<file path="src/rtl/cpu_io_switch_matrix_cfg.sv">
// CPU IO-tile switch matrix with a serially loaded, double-buffered configuration.
// The shadow register shifts in bit-serially; the active register drives the muxes.
module cpu_io_switch_matrix_cfg #(
   parameter  int W        = 4,
   parameter  int N_RES    = 3,
   parameter  int N_W6     = 3,
   localparam int CFG_BITS = 3 * N_RES + 2 * N_W6,
   localparam int CNT_W    = $clog2(CFG_BITS + 2)
) (
   input  logic                 UserCLK,
   input  logic                 resetn,
   input  logic                 ConfigIn,
   input  logic                 ConfigEn,
   input  logic                 ConfigLatch,
   input  logic [N_RES*W-1:0]   E6END,
   input  logic [W-1:0]         OPA_O,
   input  logic [W-1:0]         OPB_O,
   output logic [N_RES*W-1:0]   RES_I,
   output logic [N_W6*W-1:0]    W6BEG,
   output logic [CNT_W-1:0]     ConfigCount,
   output logic                 ConfigErr
);

   localparam logic [CNT_W-1:0] CNT_FULL = CNT_W'(CFG_BITS);
   localparam logic [CNT_W-1:0] CNT_SAT  = CNT_W'(CFG_BITS + 1);

   logic [CFG_BITS-1:0] shadow_q, shadow_d;
   logic [CFG_BITS-1:0] active_q, active_d;
   logic [CNT_W-1:0]    cnt_q, cnt_d;
   logic                err_q, err_d;
   logic [W-1:0]        opa_q, opa_d;

   // Latch wins over a simultaneous shift and judges the pre-edge count and shadow.
   always_comb begin
      shadow_d = shadow_q;
      active_d = active_q;
      cnt_d    = cnt_q;
      err_d    = err_q;
      opa_d    = OPA_O;
      if (ConfigLatch) begin
         cnt_d = '0;
         if (cnt_q == CNT_FULL) begin
            active_d = shadow_q;
            err_d    = 1'b0;
         end else begin
            err_d = 1'b1;
         end
      end else if (ConfigEn) begin
         shadow_d = {shadow_q[CFG_BITS-2:0], ConfigIn};
         err_d    = 1'b0;
         if (cnt_q != CNT_SAT) begin
            cnt_d = cnt_q + 1'b1;
         end
      end
   end

   always_ff @(posedge UserCLK or negedge resetn) begin
      if (!resetn) begin
         shadow_q <= '0;
         active_q <= '0;
         cnt_q    <= '0;
         err_q    <= 1'b0;
         opa_q    <= '0;
      end else begin
         shadow_q <= shadow_d;
         active_q <= active_d;
         cnt_q    <= cnt_d;
         err_q    <= err_d;
         opa_q    <= opa_d;
      end
   end

   assign ConfigCount = cnt_q;
   assign ConfigErr   = err_q;

   for (genvar k = 0; k < N_RES; k++) begin : g_res
      localparam int KN = (k + 1) % N_RES;
      logic [1:0]   sel;
      logic         reg_mode;
      logic [W-1:0] sel_val;
      logic [W-1:0] res_d;
      logic [W-1:0] res_q;

      assign sel      = active_q[3*k +: 2];
      assign reg_mode = active_q[3*k+2];

      // sel = 3 selects the channel's own flop, so the hold falls out of the mux.
      always_comb begin
         case (sel)
            2'd0:    sel_val = E6END[k*W +: W];
            2'd1:    sel_val = E6END[KN*W +: W];
            2'd2:    sel_val = '0;
            default: sel_val = res_q;
         endcase
         res_d = sel_val;
      end

      always_ff @(posedge UserCLK or negedge resetn) begin
         if (!resetn) begin
            res_q <= '0;
         end else begin
            res_q <= res_d;
         end
      end

      assign RES_I[k*W +: W] = (reg_mode || (sel == 2'd3)) ? res_q : sel_val;
   end

   for (genvar g = 0; g < N_W6; g++) begin : g_w6
      logic [1:0]   wsel;
      logic [W-1:0] w6_val;

      assign wsel = active_q[3*N_RES + 2*g +: 2];

      always_comb begin
         case (wsel)
            2'd0:    w6_val = '0;
            2'd1:    w6_val = OPA_O;
            2'd2:    w6_val = OPB_O;
            default: w6_val = opa_q;
         endcase
      end

      assign W6BEG[g*W +: W] = w6_val;
   end

endmodule
</file>
<file path="config.mk">
export PLATFORM = sky130hd
export DESIGN_NAME = cpu_io_switch_matrix_cfg
export DESIGN_NICKNAME = d
export VERILOG_FILES = /design/src/rtl/cpu_io_switch_matrix_cfg.sv
export SDC_FILE = /design/constraint.sdc
export NUM_CORES = 1
export LEC_CHECK = 0
export CELL_PAD_IN_SITES_DETAIL_PLACEMENT = 0
export CELL_PAD_IN_SITES_GLOBAL_PLACEMENT = 1
export CORE_ASPECT_RATIO = 0.9
export CORE_UTILIZATION = 42
export CTS_BUF_LIST = sky130_fd_sc_hd__clkbuf_8
export DETAILED_ROUTE_END_ITERATION = 10
export PLACE_DENSITY = 0.93
export SYNTH_ARGS = -nofsm -noshare
export SYNTH_HDL_FRONTEND = slang
export SYNTH_SLANG_ARGS = --single-unit
</file>
<file path="constraint.sdc">
create_clock -name UserCLK -period 2.1 [get_ports UserCLK]
set_input_delay 0.525 -clock UserCLK [delete_from_list [all_inputs] [get_ports UserCLK]]
set_output_delay 0.525 -clock UserCLK [all_outputs]
set_load 0.005 [all_outputs]
</file>
==> results of run 1 <==
## final timing paths
check | from | endpoint | slack, ns | depth (start not counted)
max reg2reg | ConfigCount[0] | active_q[3] | 0.22 | 5
max in group asynchronous | resetn | active_q[3] | 1.31 | 2
min in group UserCLK | ConfigErr | ConfigErr | 0.50 | 2
min reg2reg | ConfigErr | ConfigErr | 0.50 | 2
min | resetn | g_res[0].res_q[1] | 0.12 | 1
max | E6END[4] | RES_I[4] | 0.03 | 4
## cell families (layout without fill, tap and decap cells)
| logic type | Yosys count | in the layout | synth area share [%] |
|---|---|---|---|
| flip-flops | 52 | 52 | 49.9 |
| multiplexers | 56 | 56 | 25.0 |
| buffers and inverters | 15 | 85 | 3.65 |
| adder cells (fa/ha/maj) | 3 | 3 | 1.44 |
| AND/OR/NAND/NOR | 42 | 42 | 7.59 |
| XOR/XNOR | 1 | 1 | 0.336 |
| AO/OA/AOI/OAI | 44 | 44 | 12.0 |
## per-stage QoR
step           utilization (%)  setup slack [ns]  hold slack, ns  instance area [sq um]  total power, mW
3_5_place_dp              56.2            -0.362           0.463                   3270             1.66
2_1_floorplan                -             0.383           0.229                   2610             1.48
4_1_cts                   58.2           -0.0412           0.125                   3390             2.24
5_1_grt                   57.3           -0.0328           0.137                   3340             2.34
6_report                  57.3            0.0298           0.121                   3340             2.21
3_3_place_gp              56.2            -0.355           0.457                   3270             1.64
## worst register-to-register path, delay by kind of cell, from the launching register on
kind / cells / cell delay (ns)
fa+ha+maj: 2 / 0.45
simple gates: 2 / 0.50
mux: 1 / 0.39
flops: 1 / 0.43
## cell type report
class | instances | area [sq um]
clock buffer | 6 | 82.6
timing repair buffer | 73 | 587
fill | 491 | 2490
clock inverter | 1 | 8.76
inverter | 5 | 18.8
tap | 70 | 87.6
multi-input combinational | 146 | 1240
sequential | 52 | 1310
## state kept, by name (all words and copies together), names as in the netlist
signal	cells
shadow_q	15
ConfigErr	1
g_res.res_q	12
ConfigCount	5
active_q	15
opa_q	4
## routing by layer
metal  track usage, %  vias up  part of all wire (%)
met5                0        -                     0
met4             5.76        0                   1.4
met3             4.09        8                   3.5
met2             28.4       31                    47
met1             24.2      933                    48
li1                 -      919                     -
## synth_stat cells, drive strengths merged (3+ instances only)
| cell | instances | share of area, % |
|---|---|---|
| mux2i | 13 | 5.0 |
| a21o | 3 | 0.86 |
| o21ai | 13 | 2.5 |
| ha | 3 | 1.4 |
| buf | 7 | 2.5 |
| nand3 | 12 | 2.3 |
| o31ai | 12 | 3.5 |
| clkbuf | 3 | 0.43 |
| dfrtp | 52 | 50 |
| nor2 | 5 | 0.72 |
| mux2 | 43 | 20 |
| nand2 | 19 | 2.8 |
| a22o | 12 | 4.0 |
| nor2b | 4 | 1.2 |
| inv | 5 | 0.72 |
## report_power, final
group	switching, mW	internal (mW)	total (mW)
sequential	0.115	1.15	1.26
clock	0.326	0.263	0.590
combinational	0.113	0.249	0.363
total	0.555	1.66	2.21
## what timing repair did
action / 4_1_cts / 5_1_grt
setup endpoints to repair: 24 / 21
pin swaps: 8 / 13
hold buffers: 0 / 0
buffers inserted: 7 / 0
gates resized for setup: 82 / 24
endpoints found under the hold margin: 0 / 0
==> results by group, run 1 <==
Run status
  – Run status: completed

Pwr
  – Leak pwr: 1.51 nW
  – Worst IR drop on VDD: ~320 uV
  – Pwr Density: between 600 and 700 mW/mm^2

Layout
  – Ant. Diodes: 0
  – Synthesis-to-finish area growth: 28.0%
  – Total Nets Final: a little over 300
  – Most common cell after layout, fill and taps aside: dfrtp_1
  – Most frequent cells in the layout: dfrtp_1, mux2_2, clkdlybuf4s50_1, nand2_1
  – Share of layout cells above drive strength 1: between 30% and 40%
  – Non-filler cells, final: approximately 350

Synth
  – Number of enable flip-flop cells after synthesis: 0
  – Syn_nets: 241
  – Seq/Total Area, Yosys: about 50%
  – Seq cells post-synth: 52
  – Post-synthesis cell area: approximately 0.0026 sq mm
  – Synth Warn #: 0
  – Ys async rst share: between 90% and 100%
  – Top FF cell, synth: dfrtp_1
  – Syn Inst Count: roughly 210
  – Mean Syn Cell Area: between 10 and 15 sq um
  – Synth unique cells: 28

STA
  – Worst-margin pin slew: just under 0.4 ns
  – Final min period: 2.07 ns
  – Finish-stage setup viols: 0
  – Fin. max-slew vios: 0
  – Max transition margin: ~74%
  – Achievable Freq: 0.483 GHz
  – Clock skew: roughly 0.011 ns
  – TNS Setup: 0 ns
  – RSZ-0062 raised after global routing: yes
  – Final hold violation count: 0
  – Period utilization: a little over nine tenths

Critical path
  – Crit Path Category: input port to primary output
  – CP cell instances: clkdlybuf4s50_1, mux2i_2, o31ai_1, buf_2
  – Crit path capture type: primary output
  – Crit-path max cell delay: roughly 0.51 ns
  – CP Max Fanout: 2
  – Crit-path leading delay family: buffers and inverters
  – Slowest cell on crit path: clkdlybuf4s50_1
  – Crit path buffers/inverters: 2
  – Crit path DAT: around 1.6 ns
  – Worst setup SP type: input port
  – Worst EP required: roughly 1.6 ns

GRT
  – GRT Util Overall: 17.9%
  – First-pass GRT wire length: ~9100 um
  – Congestion Overflow GR: 0
  – Number of global-route vias before repair: about 1.9k
  – Largest net degree at the start of global routing: 26
  – Initial antenna violation count: 0

Place
  – Final HPWL DP: around 3900 um
  – Routability cong.: a little under 0.8
  – Placed cell count: ~340
  – Port-buffer cells: 54

Clocking
  – Worst skew pair latency: 0.31 ns
  – H-tree depth: 2
  – CTS root buf: clkbuf_8
  – CTS Sinks: 52
  – Clk buf depth: 2
  – Num CTS Buffers: 5
  – Worst-path clk slew: about 0.09 ns
  – CTS tree: done

Floorplanning
  – Initial Utilization: approximately 45%
  – Io pins: 55
  – DIE HEIGHT: between 70 and 80 um
  – Chip width: between 80 and 90 um
  – Core area: 0.00582 sq mm
  – Die area: roughly 0.0065 sq mm
  – Cell row count: 26

Route
  – DR vias: ~1.9k
  – Vias per inst: around 5.4
  – Detailed Routing Iterations Pass 1: 4
  – Drt total wl: between 5000 and 6000 um
  – ANT nets after route: 0
  – DR WL/cell: around 15 um
  – Initial DRC Count: 87
  – Post-detailed-route DRC marker count: 0

Flow run
  – Max-cap viol count: 0

Worst hold path
  – Hold Path Class: input port to asynchronous set/reset pin
(Power assumes the default switching activity.)
==> run 2, diff against run 1 <==
--- a/config.mk
+++ b/config.mk
@@ -11,6 +11,7 @@
 export CORE_UTILIZATION = 42
 export CTS_BUF_LIST = sky130_fd_sc_hd__clkbuf_8
 export DETAILED_ROUTE_END_ITERATION = 10
+export HOLD_SLACK_MARGIN = 0.15
 export PLACE_DENSITY = 0.93
 export SYNTH_ARGS = -nofsm -noshare
 export SYNTH_HDL_FRONTEND = slang
==> run 2 against run 1 <==
Effect of this change: sequential share of layout area fell by 0.12 points; global-route usage did not move; combinational power barely moved; fmax barely moved; critical path type unchanged.
==> results by group, run 2 (synthesis results as in run 1) <==
Run status
  – Run status: completed

Layout
  – Share of layout cells above drive strength 1: about 38%
  – Ant. Diodes: 0
  – Most frequent cells in the layout: dfrtp_1, mux2_2, clkdlybuf4s50_1, nand2_1
  – Total Nets Final: around 310
  – Most common cell after layout, fill and taps aside: dfrtp_1
  – Largest registers: active_q (15), shadow_q (15), g_res.res_q (12)
  – Final instance area: ~0.0033 sq mm
  – Synthesis-to-finish area growth: 28.4%
  – Finished Core Util: 57.5%

Clocking
  – CTS Sinks: 52
  – CTS root buf: clkbuf_8
  – Clk buf depth: 2
  – Num CTS Buffers: 5
  – H-tree depth: 2
  – Worst skew pair latency: around 0.31 ns
  – Worst-path clk slew: roughly 0.080 ns
  – CTS tree: done

Critical path
  – Crit Path Category: input port to primary output
  – Crit path DAT: approximately 1.5 ns
  – Reg2reg start: ConfigCount[0]
  – Worst EP required: around 1.6 ns
  – Worst setup SP type: input port
  – Crit. path cell count: 4
  – Flop-to-flop setup slack: 0.21 ns
  – Worst setup path end: RES_I[4]
  – Crit path launch: E6END[4]
  – CP cell instances: clkdlybuf4s50_1, mux2i_2, o31ai_1, buf_2
  – Crit-path leading delay family: buffers and inverters
  – Crit path capture type: primary output
  – Reg2Reg Depth: 5
  – Slowest cell on crit path: clkdlybuf4s50_1
  – Crit path buffers/inverters: 2
  – CP Max Fanout: 2
  – Worst reg2reg endpoint: active_q[3]
  – Crit-path max cell delay: 0.51 ns

Pwr
  – Comb pwr share: approximately 16%
  – Net Sw Power: 0.555 mW
  – Leak pwr: 1.52 nW
  – Final Power: approximately 2.2 mW
  – Switching share of power: ~25%
  – Pwr Density: roughly 660 mW/mm^2
  – Internal power: 1.66 mW
  – Part of the power in registers: approximately 57%
  – Clock network fraction of total power: between 20% and 30%
  – Worst IR drop on VDD: approximately 320 uV

STA
  – Fin. max-slew vios: 0
  – RSZ-0062 raised after global routing: yes
  – Max transition margin: 74.0%
  – Final hold violation count: 0
  – TNS Setup: 0 ns
  – Final min period: 2.07 ns
  – Hold_ws: 0.501 ns
  – Period utilization: roughly 99%
  – Worst-margin pin slew: ~0.39 ns
  – Achievable Freq: just under 0.5 GHz
  – Clock skew: between 0.01 and 0.015 ns
  – Finish-stage setup viols: 0

Floorplanning
  – Chip width: around 85 um
  – Core area: around 0.0058 sq mm
  – DIE HEIGHT: 76.7 um
  – Io pins: 55
  – Die area: roughly 0.0065 sq mm
  – Initial Utilization: between 40% and 50%
  – Cell row count: 26

GRT
  – Largest net degree at the start of global routing: 26
  – Initial antenna violation count: 0
  – GRT Util Overall: between 15 and 20%
  – Number of global-route vias before repair: 1,870
  – Congestion Overflow GR: 0
  – First-pass GRT wire length: slightly above 9000 um

Worst hold path
  – Hold Path Class: register to register

Route
  – Initial DRC Count: 73
  – DR WL/cell: about 15 um
  – DR vias: approximately 1.9k
  – Vias per inst: ~5.4
  – ANT nets after route: 0
  – Drt total wl: 5460 um
  – Detailed Routing Iterations Pass 1: 4
  – Post-detailed-route DRC marker count: 0

Place
  – Port-buffer cells: between 50 and 60
  – Routability cong.: 0.777
  – Placed cell areas: approximately 0.0033 sq mm
  – Final HPWL DP: approximately 3900 um

Flow run
  – Max-cap viol count: 0
-- run 2: changes by cell type in the layout (fill, tap and decap cells not counted), sizes merged --
cell | previous run | this run
dlygate4sd3 | 0 | 1
-- run 2: power groups by stage --
stage	combinational (mW)	sequential (mW)	clock, mW
after floorplan	0.241	1.24	0
after global placement	0.368	1.27	0
after detailed placement	0.378	1.28	0
after CTS	0.369	1.26	0.610
after global routing	0.399	1.28	0.658
final	0.364	1.26	0.590
-- run 2: through the flow --
stage | setup WS (ns) | instances
after global routing | -0.0328 | 354
final | 0.0303 | 354
after floorplan | 0.383 | 213
after detailed placement | -0.362 | 341
after global placement | -0.355 | 341
after CTS | -0.0412 | 356
-- run 2: how the worst min path moves through the flow --
| stage | startpoint | end | slack, ns | depth (start not counted) |
|---|---|---|---|---|
| 5_1_grt | OPA_O[0] | opa_q[0] | 0.53 | 1 |
| 4_1_cts | ConfigErr | ConfigErr | 0.51 | 2 |
| 3_3_place_gp | resetn | g_res[0].res_q[1] | 0.46 | 1 |
| 6_report | ConfigErr | ConfigErr | 0.50 | 2 |
| 3_5_place_dp | resetn | g_res[0].res_q[1] | 0.46 | 1 |
| 2_1_floorplan | resetn | ConfigCount[0] | 0.23 | 0 |
-- run 2: final cells by class --
cell class                 count  area, sq um
timing repair buffer          74          597
clock inverter                 1         8.76
clock buffer                   6         82.6
sequential                    52         1310
inverter                       5         18.8
tap                           70         87.6
multi-input combinational    146         1240
fill                         490         2480
-- run 2: repair_timing --
item | in CTS | in global routing
hold buffers | 1 | 0
endpoints found under the setup margin | 24 | 21
setup buffers | 7 | 0
pin swaps | 8 | 13
endpoints found under the hold margin | 15 | 0
resized for setup | 82 | 24
-- run 2: metal layers --
| layer | share of wire [%] | wire length [um] | vias up | GRT usage [%] |
|---|---|---|---|---|
| li1 | - | - | 922 | - |
| met1 | 48 | 2650 | 935 | 24.2 |
| met2 | 47 | 2540 | 30 | 28.4 |
| met3 | 3.5 | 190 | 8 | 4.09 |
| met4 | 1.4 | 77 | 0 | 5.76 |
| met5 | 0 | 0 | - | 0 |
-- run 2: worst reg2reg max path: stages (launching register included) --
cell     delay, ns
dfrtp_1       0.43
ha_1          0.25
and3_1        0.19
ha_1          0.20
nand2_2       0.32
mux2_2        0.39
==> run 3, diff against run 2 <==
--- a/config.mk
+++ b/config.mk
@@ -8,11 +8,14 @@
 export CELL_PAD_IN_SITES_DETAIL_PLACEMENT = 0
 export CELL_PAD_IN_SITES_GLOBAL_PLACEMENT = 1
 export CORE_ASPECT_RATIO = 0.9
+export CORE_MARGIN = 4
 export CORE_UTILIZATION = 42
 export CTS_BUF_LIST = sky130_fd_sc_hd__clkbuf_8
+export CTS_CLUSTER_DIAMETER = 150
 export DETAILED_ROUTE_END_ITERATION = 10
 export HOLD_SLACK_MARGIN = 0.15
 export PLACE_DENSITY = 0.93
+export SLEW_MARGIN = 15
 export SYNTH_ARGS = -nofsm -noshare
 export SYNTH_HDL_FRONTEND = slang
 export SYNTH_SLANG_ARGS = --single-unit
==> run 3 against run 2 <==
Effect of this change: first-iteration DRC count up 4.1%; worst setup slack better by 0.014 ns; fmax up 0.67%; hold slack worse by 0.32 ns; register-to-register slack better by 0.02 ns; highest routed layer unchanged; sequential power about the same; die area up 15%; utilization up 0.24 points; critical path depth unchanged; clock skew down 0.0070 ns; clock-buffer cell count unchanged; critical path type unchanged; clock power down 4.1%.
==> results by group, run 3 (synthesis results as in run 1) <==
Pwr
  – Pwr Density: around 650 mW/mm^2
  – Worst IR drop on VDD: 352 uV
  – Clock network fraction of total power: 25.7%
  – Switching share of power: approximately 24%
  – Part of the power in registers: 57.3%
  – Comb pwr share: roughly 17%
  – Net Sw Power: roughly 0.54 mW
  – Internal power: between 1.5 and 2 mW
  – Leak pwr: 1.59 nW

Place
  – Port-buffer cells: 54
  – Placed cell areas: about 0.0033 sq mm
  – Routability cong.: roughly 0.83
  – Final HPWL DP: about 4200 um
  – DP Worst Slack: -0.353 ns

Clocking
  – Worst-path clk slew: roughly 0.090 ns
  – Clk buf depth: 2
  – CTS tree: done
  – CTS root buf: clkbuf_8
  – CTS Sinks: between 50 and 60
  – Worst skew pair latency: 0.29 ns
  – H-tree depth: 2
  – Num CTS Buffers: 5

STA
  – Max transition margin: between 60% and 70%
  – TNS Setup: 0 ns
  – Achievable Freq: just under 0.5 GHz
  – Worst-margin pin slew: 0.488 ns
  – Final hold violation count: 0
  – Hold_ws: roughly 0.18 ns
  – RSZ-0062 raised after global routing: yes
  – Final min period: a little over 2 ns
  – Setup slack after layout: roughly 0.044 ns
  – Fin. max-slew vios: 0
  – Finish-stage setup viols: 0
  – Clock skew: roughly 0.0046 ns
  – Period utilization: 97.9%

Layout
  – Synthesis-to-finish area growth: 29.7%
  – Most frequent cells in the layout: dfrtp_1, mux2_2, mux2_4, clkdlybuf4s50_1, nand2_1
  – Final instance area: between 0.003 and 0.004 sq mm
  – Largest registers: active_q (15), shadow_q (15), g_res.res_q (12)
  – Total Nets Final: a little over 300
  – Finished Core Util: between 50% and 60%
  – Ant. Diodes: 0
  – Layout fillers: between 500 and 600
  – Most common cell after layout, fill and taps aside: dfrtp_1
  – Share of layout cells above drive strength 1: approximately a third

GRT
  – Number of global-route vias before repair: between 1.5k and 2k
  – Largest net degree at the start of global routing: 34
  – Congestion Overflow GR: 0
  – GRT Util Overall: 15.6%
  – Initial antenna violation count: 0
  – First-pass GRT wire length: 9390 um

Critical path
  – CP Max Fanout: 2
  – Crit Path Category: input port to primary output
  – Worst setup SP type: input port
  – Crit path DAT: roughly 1.5 ns
  – Worst EP required: between 1.5 and 2 ns
  – Crit path capture type: primary output

Floorplanning
  – DIE HEIGHT: 82.7 um
  – Io pins: 55
  – Core area: 0.00586 sq mm
  – Cell row count: 26
  – Die area: roughly 0.0075 sq mm
  – Initial Utilization: 44.5%
  – Chip width: 91.0 um

Flow run
  – Max-cap viol count: 0

Route
  – Drt total wl: between 5000 and 6000 um
  – Detailed Routing Iterations Pass 1: 4
  – Initial DRC Count: between 70 and 80
  – Post-detailed-route DRC marker count: 0
  – DR WL/cell: 16.1 um
  – Vias per inst: 5.54
  – ANT nets after route: 0
  – DR vias: ~1.9k

Run status
  – Run status: completed

Worst hold path
  – Hold Path Class: input port to asynchronous set/reset pin
## run 3: cell types whose count changed in the layout (fill, tap and decap cells not counted), sizes merged
cell,change
buf,-7
clkbuf,-5
clkdlybuf4s15,+5
clkdlybuf4s50,-4
clkinv,-1
dlygate4sd3,-1
dlymetal6s2s,+6
inv,+2
## run 3: critical path, cell delays in order
cell and delay (ns):
clkdlybuf4s50_1 0.51, mux2i_2 0.10, o31ai_1 0.24, buf_2 0.16
## run 3: layer usage
| layer | track usage, % | share of wire, % |
|---|---|---|
| met1 | 20.3 | 48 |
| met2 | 26.6 | 48 |
| met3 | 3.44 | 3.2 |
| met4 | 4.37 | 0.75 |
| met5 | 0 | 0 |
## run 3: final cells by class
class | count | area (sq um) | area share [%]
flip-flops and latches | 52 | 1310 | 38.6
clock inverters | 2 | 7.51 | 0.222
clock buffers | 6 | 82.6 | 2.44
inverters | 5 | 18.8 | 0.555
multi-input cells | 146 | 1280 | 37.8
well taps | 70 | 87.6 | 2.59
repair buffers | 68 | 601 | 17.8
## run 3: final timing paths
path                           startpoint            to  slack (ns)  cells past startpoint
min in group UserCLK         shadow_q[14]  active_q[14]        0.51                      1
hold reg to reg              shadow_q[14]  active_q[14]        0.51                      1
setup reg to reg           ConfigCount[0]   active_q[7]        0.23                      5
hold / removal                     resetn   shadow_q[1]        0.18                      1
setup / recovery                 E6END[8]      RES_I[4]        0.04                      4
max in group asynchronous          resetn   active_q[9]        1.37                      2
## run 3: timing repair
| item | 4_1_cts | 5_1_grt |
|---|---|---|
| gates resized for setup | 66 | 35 |
| hold buffers | 0 | 0 |
| cloned | 0 | 0 |
| hold endpoints to repair | 0 | 0 |
| buffers inserted | 0 | 0 |
| endpoints found under the setup margin | 24 | 18 |
| pin swaps | 8 | 11 |
## run 3: power by group through the flow
| stage | Sequential, mW | Clock (mW) | Combinational (mW) |
|---|---|---|---|
| final | 1.26 | 0.566 | 0.374 |
| after global placement | 1.27 | 0 | 0.372 |
| after detailed placement | 1.28 | 0 | 0.380 |
| after CTS | 1.26 | 0.585 | 0.373 |
| after global routing | 1.28 | 0.627 | 0.407 |
| after floorplan | 1.24 | 0 | 0.241 |
## run 3: metrics by stage
| step | total power [mW] | std cells |
|---|---|---|
| final | 2.20 | 349 |
| after floorplan | 1.48 | 213 |
| after CTS | 2.22 | 349 |
| after detailed placement | 1.66 | 341 |
| after global routing | 2.31 | 349 |
| after global placement | 1.64 | 341 |
